$ cat config.mk
export PLATFORM = sky130hd
export DESIGN_NAME = bitnet_axil_regs
export DESIGN_NICKNAME = d
export VERILOG_FILES = /design/src/rtl/bitnet_axil_pkg.sv /design/src/rtl/bitnet_axil_load_ptr.sv /design/src/rtl/bitnet_axil_regs.sv
export SDC_FILE = /design/constraint.sdc
export NUM_CORES = 1
export LEC_CHECK = 0
export ABC_AREA = 0
export CAP_MARGIN = 20
export CORE_ASPECT_RATIO = 0.6
export CORE_UTILIZATION = 30
export DETAILED_ROUTE_END_ITERATION = 6
export PLACE_DENSITY = 0.55
export SKIP_CTS_REPAIR_TIMING = 1
export SLEW_MARGIN = 20
export SYNTH_ARGS = -nofsm -noshare
export SYNTH_HDL_FRONTEND = slang
export SYNTH_SLANG_ARGS = --single-unit
$ cat constraint.sdc
create_clock -name S_AXI_ACLK -period 2.7 [get_ports S_AXI_ACLK]
set_input_delay 0.27 -clock S_AXI_ACLK [delete_from_list [all_inputs] [get_ports S_AXI_ACLK]]
set_output_delay 0.27 -clock S_AXI_ACLK [all_outputs]
set_load 0.02 [all_outputs]
$ cat src/rtl/bitnet_axil_pkg.sv
// Shared constants for the BitNet AXI4-Lite register slave: register map,
// identification words, CTRL/STATUS bit positions and AXI response codes.
package bitnet_axil_pkg;

   localparam logic [7:0] OFF_CTRL     = 8'h00;
   localparam logic [7:0] OFF_STATUS   = 8'h04;
   localparam logic [7:0] OFF_THRESH   = 8'h08;
   localparam logic [7:0] OFF_RESULT   = 8'h0C;
   localparam logic [7:0] OFF_VERSION  = 8'h10;
   localparam logic [7:0] OFF_PHOENIX  = 8'h14;
   localparam logic [7:0] OFF_LOAD_PTR = 8'h18;
   localparam logic [7:0] BASE_INPUT   = 8'h40;
   localparam logic [7:0] BASE_WEIGHT  = 8'h80;

   localparam logic [31:0] VERSION_VAL = 32'h0002_0000;
   localparam logic [31:0] PHOENIX_VAL = 32'd999;
   localparam logic [31:0] BAD_RDATA   = 32'hDEAD_BEEF;

   localparam int CTRL_START  = 0;
   localparam int CTRL_LOAD   = 1;
   localparam int CTRL_AUTO   = 2;
   localparam int CTRL_IRQ_EN = 3;

   localparam int ST_READY     = 0;
   localparam int ST_RES_VALID = 1;
   localparam int ST_BUSY      = 2;
   localparam int ST_LOAD_DONE = 3;
   localparam int ST_ERR       = 4;

   localparam logic [1:0] RESP_OKAY   = 2'b00;
   localparam logic [1:0] RESP_SLVERR = 2'b10;

endpackage

$ cat src/rtl/bitnet_axil_load_ptr.sv
// Weight-load pointer: layer/row counter that can be loaded directly or
// stepped row-first, with the row carrying into the layer and both wrapping.
module bitnet_axil_load_ptr
   import bitnet_axil_pkg::*;
#(
   parameter int LAYERS  = 2,
   parameter int ROWS    = 16,
   parameter int LAYER_W = (LAYERS > 1) ? $clog2(LAYERS) : 1,
   parameter int ROW_W   = (ROWS > 1) ? $clog2(ROWS) : 1
) (
   input  logic               i_clk,
   input  logic               i_srst,
   input  logic               i_load,
   input  logic [LAYER_W-1:0] i_layer,
   input  logic [ROW_W-1:0]   i_row,
   input  logic               i_inc,
   output logic [LAYER_W-1:0] o_layer,
   output logic [ROW_W-1:0]   o_row
);

   localparam logic [LAYER_W-1:0] LAST_LAYER = LAYER_W'(LAYERS - 1);
   localparam logic [ROW_W-1:0]   LAST_ROW   = ROW_W'(ROWS - 1);

   logic [LAYER_W-1:0] r_layer;
   logic [ROW_W-1:0]   r_row;

   // A direct load takes priority over a step issued in the same cycle
   always_ff @(posedge i_clk) begin
      if (i_srst) begin
         r_layer <= '0;
         r_row   <= '0;
      end else if (i_load) begin
         r_layer <= i_layer;
         r_row   <= i_row;
      end else if (i_inc) begin
         if (r_row == LAST_ROW) begin
            r_row   <= '0;
            r_layer <= (r_layer == LAST_LAYER) ? '0 : r_layer + 1'b1;
         end else begin
            r_row <= r_row + 1'b1;
         end
      end
   end

   assign o_layer = r_layer;
   assign o_row   = r_row;

endmodule

$ cat src/rtl/bitnet_axil_regs.sv
// AXI4-Lite register slave fronting the BitNet hybrid inference engine:
// control/status, thresholds, result capture and input/weight vector windows.
module bitnet_axil_regs
   import bitnet_axil_pkg::*;
#(
   parameter int C_S_AXI_DATA_WIDTH = 32,
   parameter int C_S_AXI_ADDR_WIDTH = 8,
   parameter int VEC_W  = 54,
   parameter int RES_W  = 3,
   parameter int LAYERS = 2,
   parameter int ROWS   = 16,
   parameter int TH1_W  = 6,
   parameter int TH2_W  = 5,
   localparam int NW      = (VEC_W + 31) / 32,
   localparam int LAYER_W = (LAYERS > 1) ? $clog2(LAYERS) : 1,
   localparam int ROW_W   = (ROWS > 1) ? $clog2(ROWS) : 1
) (
   input  logic                            S_AXI_ACLK,
   input  logic                            S_AXI_ARESET,
   input  logic [C_S_AXI_ADDR_WIDTH-1:0]   S_AXI_AWADDR,
   input  logic [2:0]                      S_AXI_AWPROT,
   input  logic                            S_AXI_AWVALID,
   output logic                            S_AXI_AWREADY,
   input  logic [C_S_AXI_DATA_WIDTH-1:0]   S_AXI_WDATA,
   input  logic [C_S_AXI_DATA_WIDTH/8-1:0] S_AXI_WSTRB,
   input  logic                            S_AXI_WVALID,
   output logic                            S_AXI_WREADY,
   output logic [1:0]                      S_AXI_BRESP,
   output logic                            S_AXI_BVALID,
   input  logic                            S_AXI_BREADY,
   input  logic [C_S_AXI_ADDR_WIDTH-1:0]   S_AXI_ARADDR,
   input  logic [2:0]                      S_AXI_ARPROT,
   input  logic                            S_AXI_ARVALID,
   output logic                            S_AXI_ARREADY,
   output logic [C_S_AXI_DATA_WIDTH-1:0]   S_AXI_RDATA,
   output logic [1:0]                      S_AXI_RRESP,
   output logic                            S_AXI_RVALID,
   input  logic                            S_AXI_RREADY,
   output logic                            eng_load_weight,
   output logic [LAYER_W-1:0]              eng_load_layer,
   output logic [ROW_W-1:0]                eng_load_row,
   output logic [VEC_W-1:0]                eng_load_data,
   input  logic                            eng_load_done,
   output logic                            eng_start,
   output logic [VEC_W-1:0]                eng_input_vec,
   output logic [TH1_W-1:0]                eng_threshold_l1,
   output logic [TH2_W-1:0]                eng_threshold_l2,
   input  logic [RES_W-1:0]                eng_result,
   input  logic                            eng_result_valid,
   input  logic                            eng_ready,
   output logic                            irq
);

   if (C_S_AXI_DATA_WIDTH != 32) begin : g_bad_data_width
      $error("bitnet_axil_regs supports only a 32-bit AXI data bus");
   end

   // Bits of the top window word at or above VEC_W are forced to zero
   localparam logic [NW*32-1:0] VEC_MASK = (NW*32)'({VEC_W{1'b1}});
   localparam logic [4:0]       NW_L     = 5'(NW);

   logic                          r_aw_full, r_w_full, r_bvalid, r_rvalid;
   logic [C_S_AXI_ADDR_WIDTH-1:0] r_aw_addr;
   logic [31:0]                   r_wdata, r_rdata;
   logic [3:0]                    r_wstrb;
   logic [1:0]                    r_bresp, r_rresp;
   logic                          r_auto_load, r_irq_en, r_irq;
   logic                          r_res_valid, r_load_done, r_err;
   logic                          r_eng_start, r_load_pulse;
   logic [LAYER_W-1:0]            r_load_layer;
   logic [ROW_W-1:0]              r_load_row;
   logic [TH1_W-1:0]              r_th1;
   logic [TH2_W-1:0]              r_th2;
   logic [RES_W-1:0]              r_result;
   logic [NW*32-1:0]              r_input, r_weight;

   function automatic logic in_win(input logic [7:0] a, input logic [7:0] base);
      return (a[7:6] == base[7:6]) && ({1'b0, a[5:2]} < NW_L);
   endfunction

   logic [7:0]         w_wa, w_ra;
   logic [3:0]         w_widx, w_ridx;
   logic               w_wr_ctrl, w_wr_status, w_wr_thresh, w_wr_in, w_wr_wt, w_wr_ok;
   logic               w_commit, w_do, w_w1c;
   logic               w_start_req, w_ctrl_load, w_auto_load, w_ptr_load;
   logic [31:0]        w_bmask;
   logic [LAYER_W-1:0] w_ptr_layer, w_ptr_layer_new;
   logic [ROW_W-1:0]   w_ptr_row, w_ptr_row_new;
   logic               w_unused;

   assign w_wa        = {r_aw_addr[7:2], 2'b00};
   assign w_widx      = r_aw_addr[5:2];
   assign w_wr_ctrl   = (w_wa == OFF_CTRL);
   assign w_wr_status = (w_wa == OFF_STATUS);
   assign w_wr_thresh = (w_wa == OFF_THRESH);
   assign w_wr_in     = in_win(w_wa, BASE_INPUT);
   assign w_wr_wt     = in_win(w_wa, BASE_WEIGHT);
   assign w_wr_ok     = w_wr_ctrl | w_wr_status | w_wr_thresh | w_wr_in | w_wr_wt;

   assign w_commit    = r_aw_full & r_w_full & ~r_bvalid;
   assign w_do        = w_commit & w_wr_ok;
   assign w_bmask     = {{8{r_wstrb[3]}}, {8{r_wstrb[2]}}, {8{r_wstrb[1]}}, {8{r_wstrb[0]}}};
   assign w_w1c       = w_do & w_wr_status & r_wstrb[0];
   assign w_start_req = w_do & w_wr_ctrl & r_wstrb[0] & r_wdata[CTRL_START];
   assign w_ctrl_load = w_do & w_wr_ctrl & r_wstrb[0] & r_wdata[CTRL_LOAD];
   assign w_auto_load = w_do & w_wr_wt & r_auto_load & (w_widx == 4'(NW - 1));
   assign w_ptr_load  = w_do & w_wr_ctrl & (r_wstrb[0] | r_wstrb[1]);

   assign w_ptr_layer_new = r_wstrb[0] ? r_wdata[4 +: LAYER_W] : w_ptr_layer;
   assign w_ptr_row_new   = r_wstrb[1] ? r_wdata[8 +: ROW_W]   : w_ptr_row;

   bitnet_axil_load_ptr #(
      .LAYERS (LAYERS),
      .ROWS   (ROWS),
      .LAYER_W(LAYER_W),
      .ROW_W  (ROW_W)
   ) u_load_ptr (
      .i_clk  (S_AXI_ACLK),
      .i_srst (S_AXI_ARESET),
      .i_load (w_ptr_load),
      .i_layer(w_ptr_layer_new),
      .i_row  (w_ptr_row_new),
      .i_inc  (w_auto_load),
      .o_layer(w_ptr_layer),
      .o_row  (w_ptr_row)
   );

   // Word views of the vector windows, padded to the full 16-word window
   logic [31:0]      w_in_words [16];
   logic [31:0]      w_wt_words [16];
   logic [NW*32-1:0] w_input_next, w_weight_next;

   for (genvar gi = 0; gi < 16; gi++) begin : g_word
      if (gi < NW) begin : g_used
         assign w_in_words[gi] = r_input[gi*32 +: 32];
         assign w_wt_words[gi] = r_weight[gi*32 +: 32];
         assign w_input_next[gi*32 +: 32] = (w_do && w_wr_in && w_widx == 4'(gi)) ?
            ((w_in_words[gi] & ~w_bmask) | (r_wdata & w_bmask)) & VEC_MASK[gi*32 +: 32] :
            w_in_words[gi];
         assign w_weight_next[gi*32 +: 32] = (w_do && w_wr_wt && w_widx == 4'(gi)) ?
            ((w_wt_words[gi] & ~w_bmask) | (r_wdata & w_bmask)) & VEC_MASK[gi*32 +: 32] :
            w_wt_words[gi];
      end else begin : g_pad
         assign w_in_words[gi] = '0;
         assign w_wt_words[gi] = '0;
      end
   end

   assign S_AXI_AWREADY = ~r_aw_full & ~r_bvalid;
   assign S_AXI_WREADY  = ~r_w_full & ~r_bvalid;
   assign S_AXI_BVALID  = r_bvalid;
   assign S_AXI_BRESP   = r_bresp;
   assign S_AXI_ARREADY = ~r_rvalid;
   assign S_AXI_RVALID  = r_rvalid;
   assign S_AXI_RDATA   = r_rdata;
   assign S_AXI_RRESP   = r_rresp;

   always_ff @(posedge S_AXI_ACLK) begin
      if (S_AXI_ARESET) begin
         r_aw_full <= 1'b0;
         r_aw_addr <= '0;
         r_w_full  <= 1'b0;
         r_wdata   <= '0;
         r_wstrb   <= '0;
         r_bvalid  <= 1'b0;
         r_bresp   <= RESP_OKAY;
      end else begin
         if (S_AXI_AWVALID && S_AXI_AWREADY) begin
            r_aw_full <= 1'b1;
            r_aw_addr <= S_AXI_AWADDR;
         end
         if (S_AXI_WVALID && S_AXI_WREADY) begin
            r_w_full <= 1'b1;
            r_wdata  <= S_AXI_WDATA;
            r_wstrb  <= S_AXI_WSTRB;
         end
         if (w_commit) begin
            r_bvalid <= 1'b1;
            r_bresp  <= w_wr_ok ? RESP_OKAY : RESP_SLVERR;
         end
         if (r_bvalid && S_AXI_BREADY) begin
            r_bvalid  <= 1'b0;
            r_aw_full <= 1'b0;
            r_w_full  <= 1'b0;
         end
      end
   end

   always_ff @(posedge S_AXI_ACLK) begin
      if (S_AXI_ARESET) begin
         r_auto_load  <= 1'b0;
         r_irq_en     <= 1'b0;
         r_irq        <= 1'b0;
         r_res_valid  <= 1'b0;
         r_load_done  <= 1'b0;
         r_err        <= 1'b0;
         r_eng_start  <= 1'b0;
         r_load_pulse <= 1'b0;
         r_load_layer <= '0;
         r_load_row   <= '0;
         r_th1        <= TH1_W'(5);
         r_th2        <= TH2_W'(2);
         r_result     <= '0;
         r_input      <= '0;
         r_weight     <= '0;
      end else begin
         r_input      <= w_input_next;
         r_weight     <= w_weight_next;
         r_eng_start  <= w_start_req & eng_ready;
         r_load_pulse <= w_ctrl_load | w_auto_load;
         // Auto-load reports the pointer as it was before the increment
         if (w_ctrl_load || w_auto_load) begin
            r_load_layer <= w_ctrl_load ? w_ptr_layer_new : w_ptr_layer;
            r_load_row   <= w_ctrl_load ? w_ptr_row_new   : w_ptr_row;
         end
         if (w_do && w_wr_ctrl && r_wstrb[0]) begin
            r_auto_load <= r_wdata[CTRL_AUTO];
            r_irq_en    <= r_wdata[CTRL_IRQ_EN];
         end
         if (w_do && w_wr_thresh && r_wstrb[0]) r_th1 <= r_wdata[TH1_W-1:0];
         if (w_do && w_wr_thresh && r_wstrb[1]) r_th2 <= r_wdata[8 +: TH2_W];
         if (eng_result_valid) r_result <= eng_result;
         // New events win over a W1C landing in the same cycle
         r_res_valid <= eng_result_valid | (r_res_valid & ~(w_w1c & r_wdata[ST_RES_VALID]));
         r_load_done <= eng_load_done | (r_load_done & ~(w_w1c & r_wdata[ST_LOAD_DONE]));
         r_err       <= (w_start_req & ~eng_ready) | (r_err & ~(w_w1c & r_wdata[ST_ERR]));
         r_irq       <= r_irq_en & (r_res_valid | r_load_done | r_err);
      end
   end

   logic [31:0] w_rd_data;
   logic [1:0]  w_rd_resp;

   assign w_ra   = {S_AXI_ARADDR[7:2], 2'b00};
   assign w_ridx = S_AXI_ARADDR[5:2];

   always_comb begin
      w_rd_data = BAD_RDATA;
      w_rd_resp = RESP_SLVERR;
      if (in_win(w_ra, BASE_INPUT)) begin
         w_rd_data = w_in_words[w_ridx];
         w_rd_resp = RESP_OKAY;
      end else if (in_win(w_ra, BASE_WEIGHT)) begin
         w_rd_data = w_wt_words[w_ridx];
         w_rd_resp = RESP_OKAY;
      end else begin
         case (w_ra)
            OFF_CTRL: begin
               w_rd_data              = '0;
               w_rd_data[CTRL_AUTO]   = r_auto_load;
               w_rd_data[CTRL_IRQ_EN] = r_irq_en;
               w_rd_data[7:4]         = 4'(w_ptr_layer);
               w_rd_data[15:8]        = 8'(w_ptr_row);
               w_rd_resp              = RESP_OKAY;
            end
            OFF_STATUS: begin
               w_rd_data               = '0;
               w_rd_data[ST_READY]     = eng_ready;
               w_rd_data[ST_RES_VALID] = r_res_valid;
               w_rd_data[ST_BUSY]      = ~eng_ready;
               w_rd_data[ST_LOAD_DONE] = r_load_done;
               w_rd_data[ST_ERR]       = r_err;
               w_rd_resp               = RESP_OKAY;
            end
            OFF_THRESH: begin
               w_rd_data              = '0;
               w_rd_data[TH1_W-1:0]   = r_th1;
               w_rd_data[8 +: TH2_W]  = r_th2;
               w_rd_resp              = RESP_OKAY;
            end
            OFF_RESULT: begin
               w_rd_data = 32'($signed(r_result));
               w_rd_resp = RESP_OKAY;
            end
            OFF_VERSION: begin
               w_rd_data = VERSION_VAL;
               w_rd_resp = RESP_OKAY;
            end
            OFF_PHOENIX: begin
               w_rd_data = PHOENIX_VAL;
               w_rd_resp = RESP_OKAY;
            end
            OFF_LOAD_PTR: begin
               w_rd_data = {16'd0, 8'(w_ptr_row), 4'd0, 4'(w_ptr_layer)};
               w_rd_resp = RESP_OKAY;
            end
            default: ;
         endcase
      end
   end

   // Read data is captured at the AR handshake, so a coincident W1C is not visible
   always_ff @(posedge S_AXI_ACLK) begin
      if (S_AXI_ARESET) begin
         r_rvalid <= 1'b0;
         r_rdata  <= '0;
         r_rresp  <= RESP_OKAY;
      end else if (S_AXI_ARVALID && !r_rvalid) begin
         r_rvalid <= 1'b1;
         r_rdata  <= w_rd_data;
         r_rresp  <= w_rd_resp;
      end else if (r_rvalid && S_AXI_RREADY) begin
         r_rvalid <= 1'b0;
      end
   end

   assign eng_start        = r_eng_start;
   assign eng_load_weight  = r_load_pulse;
   assign eng_load_layer   = r_load_layer;
   assign eng_load_row     = r_load_row;
   assign eng_load_data    = r_weight[VEC_W-1:0];
   assign eng_input_vec    = r_input[VEC_W-1:0];
   assign eng_threshold_l1 = r_th1;
   assign eng_threshold_l2 = r_th2;
   assign irq              = r_irq;

   assign w_unused = ^{S_AXI_AWPROT, S_AXI_ARPROT, r_aw_addr, S_AXI_ARADDR};

endmodule

# Word level (Yosys, flattened, before mapping)
# Index checks and enable logic that the tools add are counted.
# op_classes
add_sub_neg	2
mul	0
n_div	0
magnitude_cmp	3
eq_ne	14
shift	0
muxes	26
n_bitwise	54
n_reduce_logical	31
# ops
operator	n
binary-select mux 32 bit (select 4 bit)	2
case mux 32 bit (7 select lines)	1
2-to-1 mux 32 bit	6
AND 32 bit	3
OR 32 bit	2
AND 22 bit	2
OR 22 bit	2
inverter 32 bit	1
AND 1 bit	24
logical AND 1 bit	20
2-to-1 mux 4 bit	5
== test 6 x 2 -> 1 bit (second input constant)	3
== test 6 x 3 -> 1 bit (second input constant)	3
zero test 8 bit	2
== test 6 x 1 -> 1 bit (second input constant)	2
OR 1 bit	11
less-than comparator 4 x 2 -> 1 bit (second input constant)	2
2-to-1 mux 1 bit	8
2-to-1 mux 2 bit	4
inverter 1 bit	8
OR reduction 7 bit	1
nonzero test 2 bit	3
greater-or-equal comparator 5 bit (second input constant)	1
inverter 4 -> 5 bit	1
11 further kinds	13
# word_totals
reg_bits	224
latch_bits	0
ram_bits	0
rom_bits	0
in_bits	71
out_inout_bits	168
wordCells	159
mem_count	0

# Logic depth before layout (Yosys ltp)
# logic_depth
ltp_word	12
mapped_depth	9
ltp_nobuf	5

# By module
# From an unflattened synthesis, not the netlist that was laid out.
# unflattened
cells_unflattened	1026
hier_area_um2	9520.4
# by_module_without_submodules
module	n_inst	cells_each	area_each_um2	seq_area_each_um2
bitnet_axil_regs	1	994	9236.4	4304.1
bitnet_axil_load_ptr	1	32	284.0	100.1

# Worst setup path before layout
# No wires, ideal clock.
# synth_timing
path_kind	register to register
from	register r_bvalid (netlist: S_AXI_BVALID)
to	register with a tool-made name
setup_time_ns	0.128
t_arrival_ns	1.804
path_slack_ns	0.768
path_stages_with_launch	6
n_path_buf	0
period_less_slack_ns	1.932
path_cell_list	dfxtp_1 > nand3b_1 > nor2_2 > nand4_2 > mux2i_1 > nor2_1
# synth_rtl
element	line_no	rtl
from (decl)	bitnet_axil_regs.sv:62	logic r_aw_full, r_w_full, r_bvalid, r_rvalid;
from (signal assigned)	bitnet_axil_regs.sv:165	r_bvalid <= 1'b0;
from (signal assigned)	bitnet_axil_regs.sv:178	r_bvalid <= 1'b1;
from (signal assigned)	bitnet_axil_regs.sv:182	r_bvalid <= 1'b0;

# Worst setup path in the final report
# layout_timing
from	register r_bvalid (netlist: S_AXI_BVALID)
to	register r_load_row[0] (netlist: eng_load_row[0])
# layout_via
elab_chain_len	7
# layout_rtl
element	line_no	rtl
inverter 1 bit (*)	bitnet_axil_regs.sv:100	assign w_commit = r_aw_full & r_w_full & ~r_bvalid;
AND 1 bit (*)	bitnet_axil_regs.sv:100	
AND 1 bit (*)	bitnet_axil_regs.sv:101	assign w_do = w_commit & w_wr_ok;
AND 1 bit, on equally long branches (3 in series)	bitnet_axil_regs.sv:105, bitnet_axil_regs.sv:106	
2-to-1 mux 4 bit / logical OR 1 bit (equally long branches)	bitnet_axil_regs.sv:214, bitnet_axil_regs.sv:212	
to (signal assigned)	bitnet_axil_regs.sv:214	r_load_row <= w_ctrl_load ? w_ptr_row_new : w_ptr_row;
to (decl)	bitnet_axil_regs.sv:71	logic [ROW_W-1:0] r_load_row;
# Mark *: on every way between the ends. The rest lies on a longest branch, timed or not.
# A chain may end at the register's enable or synchronous reset.

==> flow_metrics.env <==
export IMPL_cap_violations=0
export IMPL_status="finished, final reports clean"
export IMPL_fp_row_count=49
export IMPL_drc_errors=0
export IMPL_synth_top_family_by_area="simple AND/OR/NAND/NOR gates"
export IMPL_ys_seq_area_share_pct=46.8
export IMPL_cts_clk_slew_worst_paths_ns=0.06
export IMPL_setup_viol=0
export IMPL_hold_class="input port to flop"
export IMPL_min_period_over_period_pct=82.3
export IMPL_fin_tns_setup_ns=0
export IMPL_grt_overflow=0
export IMPL_htreeDepth=1
export IMPL_worst_ep_required_time_ns=3.08
export IMPL_synthToLayoutAreaGrowth_pct=38.0
export IMPL_drt_pass1_iter_count=5
export IMPL_cp_slowest_stage_delay_ns=0.61
export IMPL_die_height_um=139
export IMPL_yosys_warnings=0
export IMPL_fmax_mhz=450
export IMPL_slowest_stage="nor4_4"
export IMPL_leakagePower_nw=5.38
export IMPL_hold_viol_final=0
export IMPL_hold_ws_ns=0.0711
export IMPL_ys_async_sr_fraction_pct=0
export IMPL_crit_path_start_kind="flop"
export IMPL_power_density_mw_per_mm2=576
export IMPL_grt_max_degree=129
export IMPL_track_usage_pct=20.7
export IMPL_place_hpwl_um=24500
export IMPL_clock_latency_ns=0.52
export IMPL_mostFrequentLayoutCells="clkdlybuf4s50_1 (224), dfxtp_1 (220), mux2i_1 (164)"
export IMPL_yosys_top_cells_area="dfxtp_1 (47%), mux2i_1 (17%), nor2_1 (6.5%), nand2_1 (5.4%), a21oi_1 (4.0%)"
export IMPL_gr_usage_met2_pct=29.1
export IMPL_rsz0062_at_grt="no"
export IMPL_io_buffers=226
export IMPL_yosys_register_bits=220
export IMPL_critPathKind="flop to flop"
export IMPL_slew_headroom_pct=51.0
export IMPL_numClockSinks=220
export IMPL_busiest_layer="met1"
export IMPL_yosys_area_share_simple_pct=18.7
export IMPL_path_cells="nand3b_1 > nor4_4 > nand2_1 > nor2_1 > a211oi_1"
export IMPL_synthXorXnorAreaFrac_pct=0.186
export IMPL_clock_root_buffer="clkbuf_16"
export IMPL_fillers=3025
export IMPL_ioPinCount=239
export IMPL_cts_inserted_buffers=23
export IMPL_synth_compound_area_share_pct=12.2
export IMPL_grt_util_met3_pct=5.88
export IMPL_ys_types=60
export IMPL_ant_nets=0
export IMPL_syn_area_mm2=0.00942
export IMPL_drv_slew=0
export IMPL_cts_tree="yes"
export IMPL_max_clock_path_buffers=3
export IMPL_synthCells=1033
export IMPL_yosys_area_share_adder_pct=0.133
export IMPL_antenna_found_initial=0
export IMPL_start_util_pct=31.0
export IMPL_wl_per_cell_um=20.4
export IMPL_drt_iter0_markers=617
export IMPL_grt_use_met1_pct=31.4
export IMPL_routed_wl_um=34300
export IMPL_die_width_um=231
export IMPL_peakVddDrop_mv=0.301
export IMPL_drive_gt1_share_pct=8.50
export IMPL_vias_per_cell=5.03
export IMPL_fin_crit_ns=2.22
export IMPL_worst_clock_skew_ns=0.0172
export IMPL_grt_pass1_vias=7924
export IMPL_total_power_mw=7.49
export IMPL_grt_pass1_wl_um=50600
export IMPL_arrival_ns=2.60
export IMPL_avgSynthCellArea_um2=9.12
export IMPL_place_ws_ns=0.330
export IMPL_setup_slack_ns=0.479
export IMPL_worst_pin_slew_ns=0.733
export IMPL_gp_congestion=0.857
export IMPL_die_area_mm2=0.0321
export IMPL_synth_flop_cell="dfxtp_1"
export IMPL_synth_top_area_share_pct=46.8
export IMPL_layout_commonest_cell="clkdlybuf4s50_1"
export IMPL_nets=1326
export IMPL_crit_path_max_fanout=11
export IMPL_cp_end_kind="flop"
export IMPL_synth_top_area_cell="dfxtp_1"
export IMPL_core_area_mm2=0.0304
export IMPL_synth_edf_count=0
export IMPL_dr_total_vias=8439
export IMPL_synthMuxAreaShare_pct=18.3
synthesized netlist by cell type (2+ instances only):
| library cell | count |
|---|---|
| nor2b_1 | 6 |
| nor3_1 | 9 |
| nor4_1 | 3 |
| or2_2 | 2 |
| nand4_2 | 7 |
| buf_4 | 4 |
| mux2i_1 | 164 |
| a21oi_1 | 75 |
| a31oi_1 | 3 |
| or3_1 | 5 |
| a32oi_1 | 7 |
| dfxtp_1 | 220 |
| nand2b_1 | 8 |
| nor2_1 | 162 |
| a21o_1 | 8 |
| mux2_2 | 7 |
| a22o_1 | 4 |
| a32o_1 | 10 |
| buf_6 | 3 |
| nand3b_1 | 7 |
| nor2_2 | 3 |
| nor3b_1 | 3 |
| buf_1 | 5 |
| a22oi_1 | 14 |
| nand3_1 | 4 |
| nand2_1 | 136 |
| and2_1 | 3 |
| and3_1 | 6 |
| o21bai_1 | 2 |
| a211o_1 | 3 |
| a221oi_1 | 5 |
| o21ai_0 | 27 |
| clkbuf_1 | 48 |
| a211oi_1 | 17 |
| nor3_2 | 2 |
| buf_2 | 10 |
| and4_1 | 3 |
| inv_1 | 6 |
path summary, 6_finish.rpt:
check / slack (ns) / cells past startpoint / startpoint / to
max: 0.48 / 5 / S_AXI_BVALID / eng_load_row[0]
min: 0.07 / 2 / S_AXI_ARESET / flop
max reg2reg: 0.48 / 5 / S_AXI_BVALID / eng_load_row[0]
min reg2reg: 0.47 / 2 / S_AXI_RDATA[8] / S_AXI_RDATA[8]
report_power, final:
| group | internal, mW | switching [mW] | total, mW |
|---|---|---|---|
| registers | 3.34 | 0.101 | 3.44 |
| logic | 0.315 | 0.426 | 0.742 |
| clock network | 1.99 | 1.32 | 3.31 |
metal layers:
| metal | part of all wire [%] | vias to the layer above |
|---|---|---|
| met3 | 8.1 | 30 |
| met5 | 0 | - |
| li1 | - | 4049 |
| met1 | 50 | 4084 |
| met4 | 1.3 | 0 |
| met2 | 41 | 276 |
kinds of logic (layout without fill, tap and decap cells):
kind of cell,count (synthesis),count (layout)
other,1,3
AO/OA/AOI/OAI,181,181
AND/OR/NAND/NOR,380,380
XOR/XNOR,2,2
adder cells (fa/ha/maj),1,1
multiplexers,171,171
flip-flops,220,220
buffers and inverters,77,313
layout make-up:
class / count / area, um2 / share of cell area, %
multi-input combinational: 737 / 4690 / 36.1
sequential: 220 / 4400 / 33.9
timing repair buffer: 266 / 2580 / 19.9
clock buffer: 34 / 667 / 5.13
tap: 408 / 510 / 3.93
clock inverter: 7 / 110 / 0.847
inverter: 6 / 22.5 / 0.173
antenna: 1 / 2.50 / 0.0193
per-stage QoR:
step / util (%) / cell area (um2) / instances
floorplan: - / 9420 / 1034
CTS: 42.7 / 13000 / 1678
finish: 42.7 / 13000 / 1679
global placement: 40.2 / 12200 / 1637
detailed placement: 40.2 / 12200 / 1637
global route: 42.7 / 13000 / 1678
critical path, delay by kind of cell, from the launching register on:
family          cells  cell delay, ns
compound gates      1            0.06
simple gates        4            1.64
flops               1            0.37
Power figures use the tool's default switching activity.
